## src/rtl/micro_sequencer.sv

```systemverilog
// Next-microaddress generator: registers the control-memory address and decodes addr_ctrl.
// Optional build macro OVF_TRAP_EN enables the ALU-overflow trap to OVF_ADDR.
module micro_sequencer #(
    parameter int AW       = 5,
    parameter int IF_ADDR  = 0,
    parameter int HC_EXIT  = 13,
    parameter int OVF_ADDR = 30,
    parameter int ILL_ADDR = 31
) (
    input  logic          clk,
    input  logic          rst_n,
    input  logic          stall,
    input  logic [2:0]    addr_ctrl,
    input  logic [5:0]    opcode,
    input  logic [5:0]    funct,
    input  logic [4:0]    sh_cnt,
    input  logic          overflow,
    output logic [AW-1:0] uaddr,
    output logic          hc_active,
    output logic          dispatch_err
);

    typedef enum logic {
        ST_IDLE  = 1'b0,
        ST_COUNT = 1'b1
    } hc_state_e;

    localparam logic [AW-1:0] A_IF  = AW'(IF_ADDR);
    localparam logic [AW-1:0] A_HC  = AW'(HC_EXIT);
    localparam logic [AW-1:0] A_ILL = AW'(ILL_ADDR);

    hc_state_e     state_q, state_d;
    logic [4:0]    cnt_q, cnt_d;
    logic [AW-1:0] uaddr_q, uaddr_d;
    logic          err_q, err_d;
    logic [AW-1:0] dt1_addr, dt2_addr, dt3_addr;
    logic          dt1_ok, dt2_ok, dt3_ok;

    always_comb begin
        dt1_addr = A_ILL;
        dt1_ok   = 1'b1;
        if (opcode == 6'h00) begin
            case (funct)
                6'h20:   dt1_addr = AW'(12);
                6'h00:   dt1_addr = AW'(14);
                6'h04:   dt1_addr = AW'(15);
                6'h1A:   dt1_addr = AW'(16);
                6'h18:   dt1_addr = AW'(18);
                6'h10:   dt1_addr = AW'(2);
                6'h11:   dt1_addr = AW'(3);
                6'h12:   dt1_addr = AW'(4);
                6'h13:   dt1_addr = AW'(5);
                6'h08:   dt1_addr = AW'(10);
                6'h09:   dt1_addr = AW'(11);
                default: dt1_ok   = 1'b0;
            endcase
        end else begin
            case (opcode)
                6'h04:               dt1_addr = AW'(7);
                6'h02:               dt1_addr = AW'(8);
                6'h03:               dt1_addr = AW'(9);
                6'h0F:               dt1_addr = AW'(6);
                6'h08, 6'h23, 6'h2B: dt1_addr = AW'(19);
                6'h0D:               dt1_addr = AW'(20);
                6'h1C: begin
                    if (funct == 6'h00 || funct == 6'h04) dt1_addr = AW'(18);
                    else                                  dt1_ok   = 1'b0;
                end
                default:             dt1_ok   = 1'b0;
            endcase
        end
    end

    always_comb begin
        dt2_addr = A_ILL;
        dt2_ok   = 1'b1;
        if (opcode == 6'h1C && funct == 6'h00)      dt2_addr = AW'(22);
        else if (opcode == 6'h1C && funct == 6'h04) dt2_addr = AW'(23);
        else if (opcode == 6'h00 && funct == 6'h18) dt2_addr = A_IF;
        else                                        dt2_ok   = 1'b0;

        dt3_addr = A_ILL;
        dt3_ok   = 1'b1;
        case (opcode)
            6'h23:   dt3_addr = AW'(24);
            6'h2B:   dt3_addr = AW'(26);
            6'h08:   dt3_addr = A_HC;
            default: dt3_ok   = 1'b0;
        endcase
    end

`ifdef OVF_TRAP_EN
    logic ovf_trap;
    assign ovf_trap = overflow && (uaddr_q inside {[AW'(2):AW'(12)], AW'(14), AW'(15),
                                                   AW'(16), AW'(18), AW'(19), AW'(20)});
`else
    logic unused_overflow;
    assign unused_overflow = overflow;
`endif

    always_comb begin
        state_d = state_q;
        cnt_d   = cnt_q;
        uaddr_d = uaddr_q;
        err_d   = 1'b0;
        if (!stall) begin
            if (state_q == ST_COUNT) begin
                // addr_ctrl is ignored while counting: the held word is the HC word itself
                if (cnt_q == 5'd1) begin
                    uaddr_d = A_HC;
                    state_d = ST_IDLE;
                    cnt_d   = '0;
                end else begin
                    cnt_d = cnt_q - 5'd1;
                end
            end else begin
                case (addr_ctrl)
                    3'b000: uaddr_d = A_IF;
                    3'b001: uaddr_d = uaddr_q + 1'b1;
                    3'b010: begin uaddr_d = dt1_addr; err_d = !dt1_ok; end
                    3'b011: begin uaddr_d = dt2_addr; err_d = !dt2_ok; end
                    3'b100: begin uaddr_d = dt3_addr; err_d = !dt3_ok; end
                    3'b101: begin
                        if (sh_cnt <= 5'd1) begin
                            uaddr_d = A_HC;
                        end else begin
                            cnt_d   = sh_cnt - 5'd1;
                            state_d = ST_COUNT;
                        end
                    end
                    default: begin uaddr_d = A_IF; err_d = 1'b1; end
                endcase
            end
`ifdef OVF_TRAP_EN
            if (ovf_trap) begin
                uaddr_d = AW'(OVF_ADDR);
                state_d = ST_IDLE;
                cnt_d   = '0;
                err_d   = 1'b0;
            end
`endif
        end
    end

    always_ff @(posedge clk or negedge rst_n) begin
        if (!rst_n) begin
            state_q <= ST_IDLE;
            cnt_q   <= '0;
            uaddr_q <= A_IF;
            err_q   <= 1'b0;
        end else begin
            state_q <= state_d;
            cnt_q   <= cnt_d;
            uaddr_q <= uaddr_d;
            err_q   <= err_d;
        end
    end

    assign uaddr        = uaddr_q;
    assign hc_active    = (state_q == ST_COUNT);
    assign dispatch_err = err_q && !stall;

endmodule

```

## config.mk

```make
export PLATFORM = sky130hd
export DESIGN_NAME = micro_sequencer
export DESIGN_NICKNAME = d
export VERILOG_FILES = /design/src/rtl/micro_sequencer.sv
export SDC_FILE = /design/constraint.sdc
export NUM_CORES = 1
export LEC_CHECK = 0
export CAP_MARGIN = 20
export CORE_UTILIZATION = 35
export DETAILED_ROUTE_END_ITERATION = 6
export PLACE_DENSITY = 0.69
export SYNTH_ARGS = -nofsm -noshare
export SYNTH_HDL_FRONTEND = slang
export SYNTH_SLANG_ARGS = --single-unit
```

## constraint.sdc

```tcl
create_clock -name clk -period 2.3 [get_ports clk]
set_input_delay 0.575 -clock clk [delete_from_list [all_inputs] [get_ports clk]]
set_output_delay 0.575 -clock clk [all_outputs]
set_load 0.01 [all_outputs]
```

# After elaboration in Yosys (flattened, before gate mapping)
# Cells that the tools add are included.
# word_totals
register_bits,12
input_bits,24
output_inout_bits,7
wordCells,87
# op_classes
addsub,3
magnitude_cmp,1
eq_ne,28
muxes,31
bitwise,1
n_reduce_logical,19
# ops
operator,n
$mux W5,11
$pmux W5 S11,1
$eq A6 B5 Y1 const B,7
$pmux W5 S7,1
$eq A6 B4 Y1 const B,5
$pmux W5 S5,1
$eq A6 B6 Y1 const B,3
$pmux W5 S3,1
$mux W1,13
$eq A6 B2 Y1 const B,2
$eq A6 B3 Y1 const B,2
$logic_not A6 Y1,2
$reduce_or A11 Y1,1
$sub A5 B1 Y5 const B,2
$reduce_or A8 Y1,1
$eq A3 B2 Y1 const B,2
$eq A3 B3 Y1 const B,2
$reduce_and A3 Y1,2
$reduce_or A3 Y1,2
$add A5 B1 Y5 const B,1
$eq A5 B1 Y1 const B,1
$le A5 B1 Y1 const B,1
$logic_and A1 B1 Y1,4
$logic_not A1 Y1,4
other kinds (11),11

# Depth between registers and ports, before layout
# Gate-level depths: netlist of run 1.
# logic_depth
word_depth,9
depth_mapped,7
ltp_nobuf,7

# Worst setup path after synthesis of run 1
# Ideal clock, no wire load.
# synth_path
kind,input port to flip-flop
start,in opcode[4]
end,reg err_q
setup_ns,0.129
t_arrival_ns,2.177
required_time_ns,2.171
path_slack_ns,-0.006
cell_stages,6
path_buffers,1
cell_sequence,buf_6 -> or4b_1 -> or4_4 -> nand2_2 -> a21oi_2 -> o41a_1
# synth_between
elab_chain_cells,9
# synth_lines
element,line,source
start: declaration,14,"input logic [5:0] opcode,"
"parallel branches: the longest is 6 deep, another holds $reduce_or A8 Y1",n/a,
$pmux W1 S4 *,117,case (addr_ctrl)
$mux W1 *,107,if (state_q == ST_COUNT) begin
$mux W1 *,106,if (!stall) begin
net err_d,35,"logic err_q, err_d;"
end signal: assignment,155,err_q <= err_d;
end: declaration,35,
# Mark *: on every way through the listed nets, which the timed path passes.
# A chain may end at the register's enable or synchronous reset.

# Final worst setup path of run 1
# layout_path
start,in opcode[0]
end,"reg uaddr_q[0], in the netlist uaddr[0]"
# layout_between
elab_chain_cells,7
# layout_lines
element,line,source
"parallel branches: the longest is 5 deep, another holds $pmux W5 S7",n/a,
$pmux W5 S5 *,117,
$mux W5 *,107,
end signal: assignment,154,uaddr_q <= uaddr_d;
end: declaration,34,"logic [AW-1:0] uaddr_q, uaddr_d;"
# Every way passes the cells marked *.

==> results of run 1 <==
[logic make-up after synthesis]
logic type / Yosys count / share of synthesized area
AO/OA/AOI/OAI: 74 / 0.3453
XOR/XNOR: 7 / 0.04097
AND/OR/NAND/NOR: 72 / 0.2709
adder cells (fa/ha/maj): 6 / 0.04850
buffers and inverters: 27 / 0.07944
flip-flops: 12 / 0.2007
multiplexers: 2 / 0.01421
[path summary, 6_finish.rpt]
kind / end / cells after the start
worst max-delay path: uaddr[0] / 6
worst min-delay path: cnt_q[3] / 2
worst max register to register: uaddr[1] / 5
worst min register to register: cnt_q[3] / 2
max in group asynchronous: cnt_q[2] / 1
min in group asynchronous: cnt_q[4] / 1
[state kept, by name, indices dropped and copies added (netlist names)]
signal	count
uaddr	5
cnt_q	5
err_q	1
hc_active	1
[area by class of cell]
type                       instances  area share
sequential                        12      0.1330
tap                               50     0.02772
clock buffer                       4     0.02439
timing repair buffer              77      0.2894
inverter                          13     0.02162
multi-input combinational        161      0.5039
[cell usage after synthesis (3+ instances only)]
cell type	n
sky130_fd_sc_hd__nor2_1	21
sky130_fd_sc_hd__o21ai_0	15
sky130_fd_sc_hd__inv_1	13
sky130_fd_sc_hd__dfrtp_1	12
sky130_fd_sc_hd__a21oi_1	11
sky130_fd_sc_hd__nand2_1	8
sky130_fd_sc_hd__clkbuf_1	7
sky130_fd_sc_hd__a31oi_1	6
sky130_fd_sc_hd__buf_2	5
sky130_fd_sc_hd__ha_1	5
sky130_fd_sc_hd__nor2b_1	5
sky130_fd_sc_hd__nand3_1	4
sky130_fd_sc_hd__nand3b_1	4
sky130_fd_sc_hd__nor3_1	4
sky130_fd_sc_hd__xor2_1	4
sky130_fd_sc_hd__a211oi_1	3
sky130_fd_sc_hd__a22oi_1	3
sky130_fd_sc_hd__nor3b_1	3
sky130_fd_sc_hd__nor4_1	3
sky130_fd_sc_hd__o221ai_1	3
sky130_fd_sc_hd__o22ai_1	3
sky130_fd_sc_hd__o31ai_1	3
sky130_fd_sc_hd__xnor2_1	3
[power by group through the flow]
stage               Combinational (mW)  Clock (mW)  Sequential, mW
floorplan                        0.415           0           0.389
global placement                 0.679           0           0.402
detailed placement               0.693           0           0.406
CTS                              0.700       0.238           0.403
global route                     0.779       0.248           0.414
finish                           0.699       0.237           0.402
[critical path: stages]
cell,delay [ns]
sky130_fd_sc_hd__dlygate4sd2_1,0.25
sky130_fd_sc_hd__or4b_4,0.54
sky130_fd_sc_hd__or4_4,0.57
sky130_fd_sc_hd__a22o_1,0.24
sky130_fd_sc_hd__o221ai_2,0.13
sky130_fd_sc_hd__a31oi_1,0.10
[routing by layer]
| layer | GRT usage | share of wire |
|---|---|---|
| met2 | 0.3763 | 0.52 |
| met5 | 0 | 0 |
| met1 | 0.2403 | 0.44 |
| met4 | 0.04521 | 0.011 |
| met3 | 0.02027 | 0.024 |
[timing repair]
action,CTS,global route
pin swaps,6,5
setup endpoints to repair,6,8
gates resized for setup,7,13
==> implementation parameters, run 1 <==
Parameter                              Value

Synthesis
  Seq/Total Area, Yosys    0.2007
  Synthesized instance count    200
  Post-synthesis sequential element count    12
  Summed instance area of the synthesized netlist    approximately 1500 sq um
  Post-synthesis area per instance    between 7 and 8 sq um
  Largest cells by area after synthesis    sky130_fd_sc_hd__dfrtp_1 (20%), sky130_fd_sc_hd__nor2_1 (5.3%), sky130_fd_sc_hd__o21ai_0 (5.0%)
  Count of flip-flops with a built-in enable after synthesis    0
  Unique cell type count in the Yosys netlist    63
  Warning count from the yosys run    0
  Top cell type by total area after synthesis    sky130_fd_sc_hd__dfrtp_1
  Area share of the largest cell type after synthesis    0.2007
  Net count after synthesis    229
  Top_reg_cell synth    sky130_fd_sc_hd__dfrtp_1
  Ys async rst share    1.000

Final layout
  Most frequent standard cell in the layout excluding fill and tap cells    sky130_fd_sc_hd__buf_4
  Number of antenna cells inserted    0
  Layout Cell Area excl Fill    2257 sq um
  Area taken by flip-flops and latches    between 300 and 400 sq um
  Filler cell count in the final layout    roughly 400
  Number of non-filler instances in the completed layout    317
  Area growth from synthesis to layout    50.84%
  Fraction of final layout cells sized beyond drive strength 1    0.2659
  Count of nets after finishing    297
  Area occupied by multi-input gates    1137 sq um
  Most frequent cells in the layout    sky130_fd_sc_hd__buf_4 (48), sky130_fd_sc_hd__clkdlybuf4s50_1 (22), sky130_fd_sc_hd__nor2_1 (21)
  Post-layout util    0.5563

Clock network
  Clock transition at path regs    0.06 ns
  Clock root buffer master    sky130_fd_sc_hd__clkbuf_8
  CTS HTree Levels    1
  Maximum clock insertion buffer count    2
  Clock network latency to the later pin of the worst-skew pair    0.24 ns
  Clock sink total    12
  Hold-fix buffer count after cts    0
  CTS tree    done
  Clock buffer count from CTS    3
  Post-CTS Setup Bufs    0

Pwr
  Logic gate share of total power    0.522
  Power per cell area    592.9 nW/um^2
  Maximum vdd drop    0.2564 mV
  Clock network power share    0.177
  Static Leakage    0.9574 nW
  Post-route total power    about 1.3 mW
  Int Power    a little over 0.8 mW
  Part of the power in registers    0.300
  Net switching power of the design    between 0.5 and 0.6 mW
  Switching Share    0.3908

Place
  Detailed placement HPWL    3354 um
  Count of buffers inserted at the top-level ports    29
  Setup Slack @ Placement    -0.3879 ns
  Instance count after placement with tap cells included    approximately 310
  Placed Area    approximately 2100 sq um
  Placer congestion estimate    0.9061

Timing
  Number of slew-limit violations in the final report    0
  RSZ-0062 raised after global routing    yes
  Final setup viols    0
  Worst relative slew slack    0.6352
  Final Worst Setup Slack    about 0.03 ns
  Maximum operating frequency    440.6 MHz
  Worst clock skew on the final layout    between 0.0005 and 0.0006 ns
  Final count of hold timing violations    0
  Minimum clock period    ~2.3 ns
  Fraction of the cycle the final worst path needs    0.9869
  Aggregate negative setup slack    0 ns
  Transition time of the tightest slew-check pin    0.5454 ns
  Worst hold slack after final layout    0.5481 ns

Global route
  GRT Total Usage    0.2000
  GRT overflow    0
  Via count of the first global-routing pass    1,657
  Antenna violations before repair    0
  Maximum number of pins on one net before global-route repair    14
  Global-route wire length before repair    6996 um

Worst setup path
  Req. time, crit path    around 2.4 ns
  Reg2reg setup slack    0.55 ns
  Startpoint of the worst setup timing path    opcode[0]
  Worst-path maximum fanout    3
  Arrival time at the worst endpoint    2.40 ns
  Reg-to-reg critical path startpoint    hc_active
  Critical Path Sink Type    flip-flop
  Kind of start point of the critical path    input pin
  Type of the worst setup path    input pin to flip-flop

Detailed routing
  Final wirelength    4157 um
  Via count    about 1.7k
  DRT antenna net count    0
  Number of vias per cell after detailed routing    ~5.4
  DRC viols    0
  Initial DRC count    63
  Length of the first detailed-routing pass in iterations    4
  Average detailed-routed wire length per instance    between 10 and 15 um

Min path
  Worst hold start    cnt_q[3]
  Tightest Hold Check Type    flip-flop to flip-flop

Die
  Number of standard-cell rows in the floorplan    23
  Area of the core    4058 sq um
  Width of the die    67.39 um
  Chip height    slightly below 70 um
  Number of top-level design ports    31
  Floorplan die area    4541 sq um
  Effective utilization at floorplan    0.3688

Run status
  Outcome    complete, no violations

Flow run
  Max_cap viols    0
No activity file was read; power rests on OpenSTA's default activity.
==> run 2, diff against run 1 <==
--- a/config.mk
+++ b/config.mk
@@ -8,7 +8,9 @@
 export CAP_MARGIN = 20
 export CORE_UTILIZATION = 35
 export DETAILED_ROUTE_END_ITERATION = 6
+export GPL_ROUTABILITY_DRIVEN = 0
 export PLACE_DENSITY = 0.69
+export SETUP_SLACK_MARGIN = 0.02
 export SYNTH_ARGS = -nofsm -noshare
 export SYNTH_HDL_FRONTEND = slang
 export SYNTH_SLANG_ARGS = --single-unit
==> implementation parameters, run 2 (synthesis results as in run 1) <==
Parameter                              Value

Run status
  Outcome    complete, no violations

Global route
  Global-route wire length before repair    6982 um
  Maximum number of pins on one net before global-route repair    14
  GRT Total Usage    0.1996
  Met1 Use GR    0.2393
  Antenna violations before repair    0
  Met2 usage in global routing    0.3763
  Gr busiest metal    met2
  Via count of the first global-routing pass    between 1.5k and 2k
  GRT overflow    0
  Met3 demand-to-capacity share in global routing    0.02027

Final layout
  Area occupied by multi-input gates    1159 sq um
  Most frequent standard cell in the layout excluding fill and tap cells    sky130_fd_sc_hd__buf_4
  Fraction of final layout cells sized beyond drive strength 1    0.2809
  Count of nets after finishing    297
  Post-layout util    0.5600
  Filler cell count in the final layout    396
  Area growth from synthesis to layout    51.84%
  Area taken by flip-flops and latches    300.3 sq um
  Number of antenna cells inserted    0
  Most frequent cells in the layout    sky130_fd_sc_hd__buf_4 (48), sky130_fd_sc_hd__clkdlybuf4s50_1 (22), sky130_fd_sc_hd__nor2_1 (21)

Pwr
  Static Leakage    around 0.96 nW
  Maximum vdd drop    0.2577 mV
  Power per cell area    593.3 nW/um^2
  Post-route total power    1.348 mW

Detailed routing
  DRC viols    0
  Via count    1,734
  Initial DRC count    40
  Number of vias per cell after detailed routing    5.470
  Final wirelength    4236 um
  Average detailed-routed wire length per instance    between 10 and 15 um
  Length of the first detailed-routing pass in iterations    4
  DRT antenna net count    0

Timing
  Number of slew-limit violations in the final report    0
  Transition time of the tightest slew-check pin    around 0.55 ns
  RSZ-0062 raised after global routing    yes
  Fraction of the cycle the final worst path needs    0.9709
  Minimum clock period    roughly 2.2 ns
  Final count of hold timing violations    0
  Worst clock skew on the final layout    0.001480 ns
  Worst relative slew slack    0.6324
  Maximum operating frequency    447.8 MHz
  Final setup viols    0
  Worst hold slack after final layout    0.5485 ns

Worst setup path
  Type of the worst setup path    input pin to flip-flop
  Depth of the worst register-to-register path    6
  Req. time, crit path    2.42 ns
  Startpoint of the worst setup timing path    funct[2]
  Reg2reg setup slack    about 0.54 ns
  Reg-to-reg critical path startpoint    cnt_q[1]
  Arrival time at the worst endpoint    2.36 ns
  Worst-path maximum fanout    2
  Critical Path Sink Type    flip-flop
  End point of the critical path    err_q
  Kind of start point of the critical path    input pin
  Reg-to-reg endpoint    uaddr[1]

Flow run
  Max_cap viols    0

Clock network
  Clock sink total    12
  CTS HTree Levels    1
  Clock network latency to the later pin of the worst-skew pair    0.24 ns
  Maximum clock insertion buffer count    2
  Post-CTS Setup Bufs    0
  Hold-fix buffer count after cts    0
  Clock buffer count from CTS    3
  Clock root buffer master    sky130_fd_sc_hd__clkbuf_8
  Clock transition at path regs    0.06 ns
  CTS tree    done

Place
  Detailed placement HPWL    3354 um
  Count of buffers inserted at the top-level ports    29

Die
  Area of the core    4058 sq um
  Effective utilization at floorplan    0.3688
  Number of top-level design ports    31
  Width of the die    67.39 um
  Number of standard-cell rows in the floorplan    23
  Floorplan die area    roughly 4500 sq um
  Chip height    67.39 um

Min path
  Tightest Hold Check Type    flip-flop to flip-flop
run 2: changes by cell type in the layout (fill, tap and decap cells not counted):
cell	change
sky130_fd_sc_hd__clkbuf_2	+2
sky130_fd_sc_hd__clkdlybuf4s15_1	+1
sky130_fd_sc_hd__dlygate4sd2_1	-3
sky130_fd_sc_hd__o2111ai_1	-1
sky130_fd_sc_hd__o2111ai_2	+1
sky130_fd_sc_hd__o221ai_1	-1
sky130_fd_sc_hd__o221ai_2	+1
sky130_fd_sc_hd__o31ai_2	-1
sky130_fd_sc_hd__o31ai_4	+1
run 2: area by class of cell:
type	count	area share
multi-input cells	161	0.5099
repair buffers	77	0.2847
well taps	50	0.02753
clock buffers	4	0.02423
flip-flops and latches	12	0.1322
inverters	13	0.02148
run 2: worst min path at each step:
stage | start | to | slack (ns) | cells after the start
6_report | cnt_q[3] | cnt_q[3] | 0.55 | 2
5_1_grt | cnt_q[4] | cnt_q[4] | 0.60 | 2
4_1_cts | cnt_q[3] | cnt_q[3] | 0.56 | 2
3_5_place_dp | cnt_q[3] | cnt_q[3] | 0.54 | 2
3_3_place_gp | cnt_q[3] | cnt_q[3] | 0.52 | 2
2_1_floorplan | rst_n | cnt_q[0] | 0.28 | 0
run 2: stage by stage:
step / cell area [sq um] / std cells / worst slack (ns) / TNS [ns]
6_report: 2272 / 317 / 0.06684 / 0
5_1_grt: 2272 / 317 / 0.01426 / 0
4_1_cts: 2221 / 317 / -0.02895 / -0.02895
3_5_place_dp: 2143 / 313 / -0.3879 / -2.393
3_3_place_gp: 2143 / 313 / -0.3838 / -2.120
2_1_floorplan: 1500 / 200 / 0.06081 / 0
run 2: repair_timing:
item,4_1_cts,5_1_grt
resized for setup,10,18
setup endpoints to repair,6,8
pin swaps,6,10
run 2: per-layer routing:
layer,wire length [um],vias to the layer above,share of wire
li1,-,888,-
met3,123,5,0.029
met4,50,0,0.012
met5,0,-,0
met2,2234,35,0.53
met1,1827,806,0.43
run 2: where the power goes:
part / leakage [nW] / switching (mW) / total, mW / internal, mW
Sequential: 0.144 / 0.103 / 0.402 / 0.299
Clock: 0.0288 / 0.0876 / 0.239 / 0.152
Combinational: 0.782 / 0.339 / 0.707 / 0.368
Total: 0.955 / 0.529 / 1.35 / 0.819
run 2: worst max-delay path, cell delays in order:
cell and delay, ns:
sky130_fd_sc_hd__clkdlybuf4s50_1 0.41, sky130_fd_sc_hd__or4b_4 0.53, sky130_fd_sc_hd__a211o_1 0.29, sky130_fd_sc_hd__and4_1 0.15
sky130_fd_sc_hd__o41a_1 0.40
==> run 3, diff against run 2 <==
--- a/config.mk
+++ b/config.mk
@@ -6,10 +6,12 @@
 export NUM_CORES = 1
 export LEC_CHECK = 0
 export CAP_MARGIN = 20
-export CORE_UTILIZATION = 35
+export CELL_PAD_IN_SITES_DETAIL_PLACEMENT = 1
+export CELL_PAD_IN_SITES_GLOBAL_PLACEMENT = 2
+export CORE_UTILIZATION = 29
 export DETAILED_ROUTE_END_ITERATION = 6
 export GPL_ROUTABILITY_DRIVEN = 0
-export PLACE_DENSITY = 0.69
+export PLACE_DENSITY = 0.91
 export SETUP_SLACK_MARGIN = 0.02
 export SYNTH_ARGS = -nofsm -noshare
 export SYNTH_HDL_FRONTEND = slang
==> implementation parameters, run 3 (synthesis results as in run 1) <==
Parameter                              Value

Die
  Chip height    73.84 um
  Number of top-level design ports    31
  Effective utilization at floorplan    0.3086
  Width of the die    73.84 um
  Area of the core    around 4800 sq um
  Number of standard-cell rows in the floorplan    25
  Floorplan die area    5452 sq um

Clock network
  Hold-fix buffer count after cts    0
  Clock root buffer master    sky130_fd_sc_hd__clkbuf_8
  Clock transition at path regs    0.06 ns
  CTS HTree Levels    1
  Post-CTS Setup Bufs    0
  Clock network latency to the later pin of the worst-skew pair    0.25 ns
  Clock sink total    12
  Clock buffer count from CTS    3
  Maximum clock insertion buffer count    2
  CTS tree    done

Worst setup path
  Critical Path Sink Type    flip-flop
  Largest stage delay on the critical path    around 0.54 ns
  Critical-path cell with the highest stage delay    sky130_fd_sc_hd__or4_4
  Arrival time at the worst endpoint    2.35 ns
  Req. time, crit path    2.42 ns
  Type of the worst setup path    input pin to flip-flop
  Worst-path maximum fanout    3
  Kind of start point of the critical path    input pin
  Crit path cell chain    clkdlybuf4s15_1, or4b_4, or4_4, nand2_4, a21oi_2, o41a_1

Place
  Count of buffers inserted at the top-level ports    29
  Instance count after placement with tap cells included    330
  Detailed placement HPWL    3915 um

Final layout
  Count of nets after finishing    297
  Number of non-filler instances in the completed layout    334
  Most frequent standard cell in the layout excluding fill and tap cells    sky130_fd_sc_hd__buf_4
  Number of antenna cells inserted    0
  Fraction of final layout cells sized beyond drive strength 1    0.2734
  Area growth from synthesis to layout    52.26%
  Most frequent cells in the layout    sky130_fd_sc_hd__buf_4 (47), sky130_fd_sc_hd__nor2_1 (21), sky130_fd_sc_hd__clkdlybuf4s50_1 (19)

Pwr
  Power per cell area    between 600 and 700 nW/um^2
  Maximum vdd drop    0.2829 mV
  Static Leakage    slightly below 1 nW

Run status
  Outcome    complete, no violations

Timing
  Maximum operating frequency    448.4 MHz
  Aggregate negative setup slack    0 ns
  Worst clock skew on the final layout    0.005186 ns
  RSZ-0062 raised after global routing    yes
  Final count of hold timing violations    0
  Worst hold slack after final layout    0.5665 ns
  Transition time of the tightest slew-check pin    ~0.56 ns
  Final setup viols    0
  Fraction of the cycle the final worst path needs    0.9696
  Minimum clock period    around 2.2 ns
  Worst relative slew slack    0.6234
  Number of slew-limit violations in the final report    0

Global route
  Met1 Use GR    0.2276
  Met3 demand-to-capacity share in global routing    0.03292
  Maximum number of pins on one net before global-route repair    14
  Via count of the first global-routing pass    1,880
  Gr busiest metal    met2
  GRT overflow    0
  GRT Total Usage    0.1965
  Antenna violations before repair    0
  Met2 usage in global routing    0.3700
  Global-route wire length before repair    between 8000 and 9000 um

Detailed routing
  DRT antenna net count    0
  Length of the first detailed-routing pass in iterations    4
  Initial DRC count    39
  Average detailed-routed wire length per instance    14.92 um
  DRC viols    0
  Final wirelength    roughly 5000 um
  Number of vias per cell after detailed routing    5.326
  Via count    ~1.8k

Min path
  Tightest Hold Check Type    flip-flop to flip-flop

Flow run
  Max_cap viols    0
-- run 3: cell count changes in the layout (fill, tap and decap cells not counted), sizes merged --
cell           previous run  this run
clkdlybuf4s15             1         2
dlymetal6s2s              3         4
clkdlybuf4s50            22        19
dlygate4sd2               1         2
-- run 3: final cells by class --
type	count	area [sq um]
repair buffers	77	651.9
fillers	600	2570
multi-input cells	161	1139
flip-flops and latches	12	300.3
inverters	13	48.80
well taps	67	83.83
clock buffers	4	55.05
-- run 3: where the power goes --
part,internal (mW),switching (mW)
registers,0.299,0.106
clock network,0.152,0.0843
logic,0.372,0.359
total,0.823,0.549
-- run 3: per-stage QoR --
| step | utilization | cell area [sq um] | setup slack (ns) | power [mW] |
|---|---|---|---|---|
| final | 0.4699 | 2278 | 0.06992 | 1.372 |
| after global routing | 0.4699 | 2278 | 0.005819 | 1.479 |
| after CTS | 0.4627 | 2243 | 0.02600 | 1.375 |
| after detailed placement | 0.4465 | 2165 | -0.4523 | 1.123 |
| after global placement | 0.4465 | 2165 | -0.4198 | 1.102 |
| after floorplan | - | 1500 | 0.06081 | 0.8044 |
-- run 3: final timing paths --
check / slack (ns) / endpoint / startpoint / cells after the start
setup reg to reg: 0.50 / uaddr[1] / cnt_q[1] / 6
min in group asynchronous: 0.69 / cnt_q[2] / rst_n / 1
max in group asynchronous: 1.23 / err_q / rst_n / 1
setup / recovery: 0.07 / err_q / opcode[4] / 6
hold / removal: 0.57 / cnt_q[1] / cnt_q[1] / 2
hold reg to reg: 0.57 / cnt_q[1] / cnt_q[1] / 2
-- run 3: repair_timing --
| item | CTS | global route |
|---|---|---|
| pin swaps | 10 | 8 |
| setup endpoints to repair | 6 | 10 |
| gates resized for setup | 14 | 16 |
-- run 3: worst max-delay path, delay by kind of cell --
family,cells,cell delay (ns)
and+or+nand+nor,3,1.10
buffers and inverters,1,0.22
AOI/OAI and AO/OA,2,0.45
-- run 3: per-layer routing --
layer | vias up | share of wire
met2 | 33 | 0.52
met1 | 842 | 0.44
met5 | - | 0
li1 | 895 | -
met3 | 9 | 0.025
met4 | 0 | 0.017
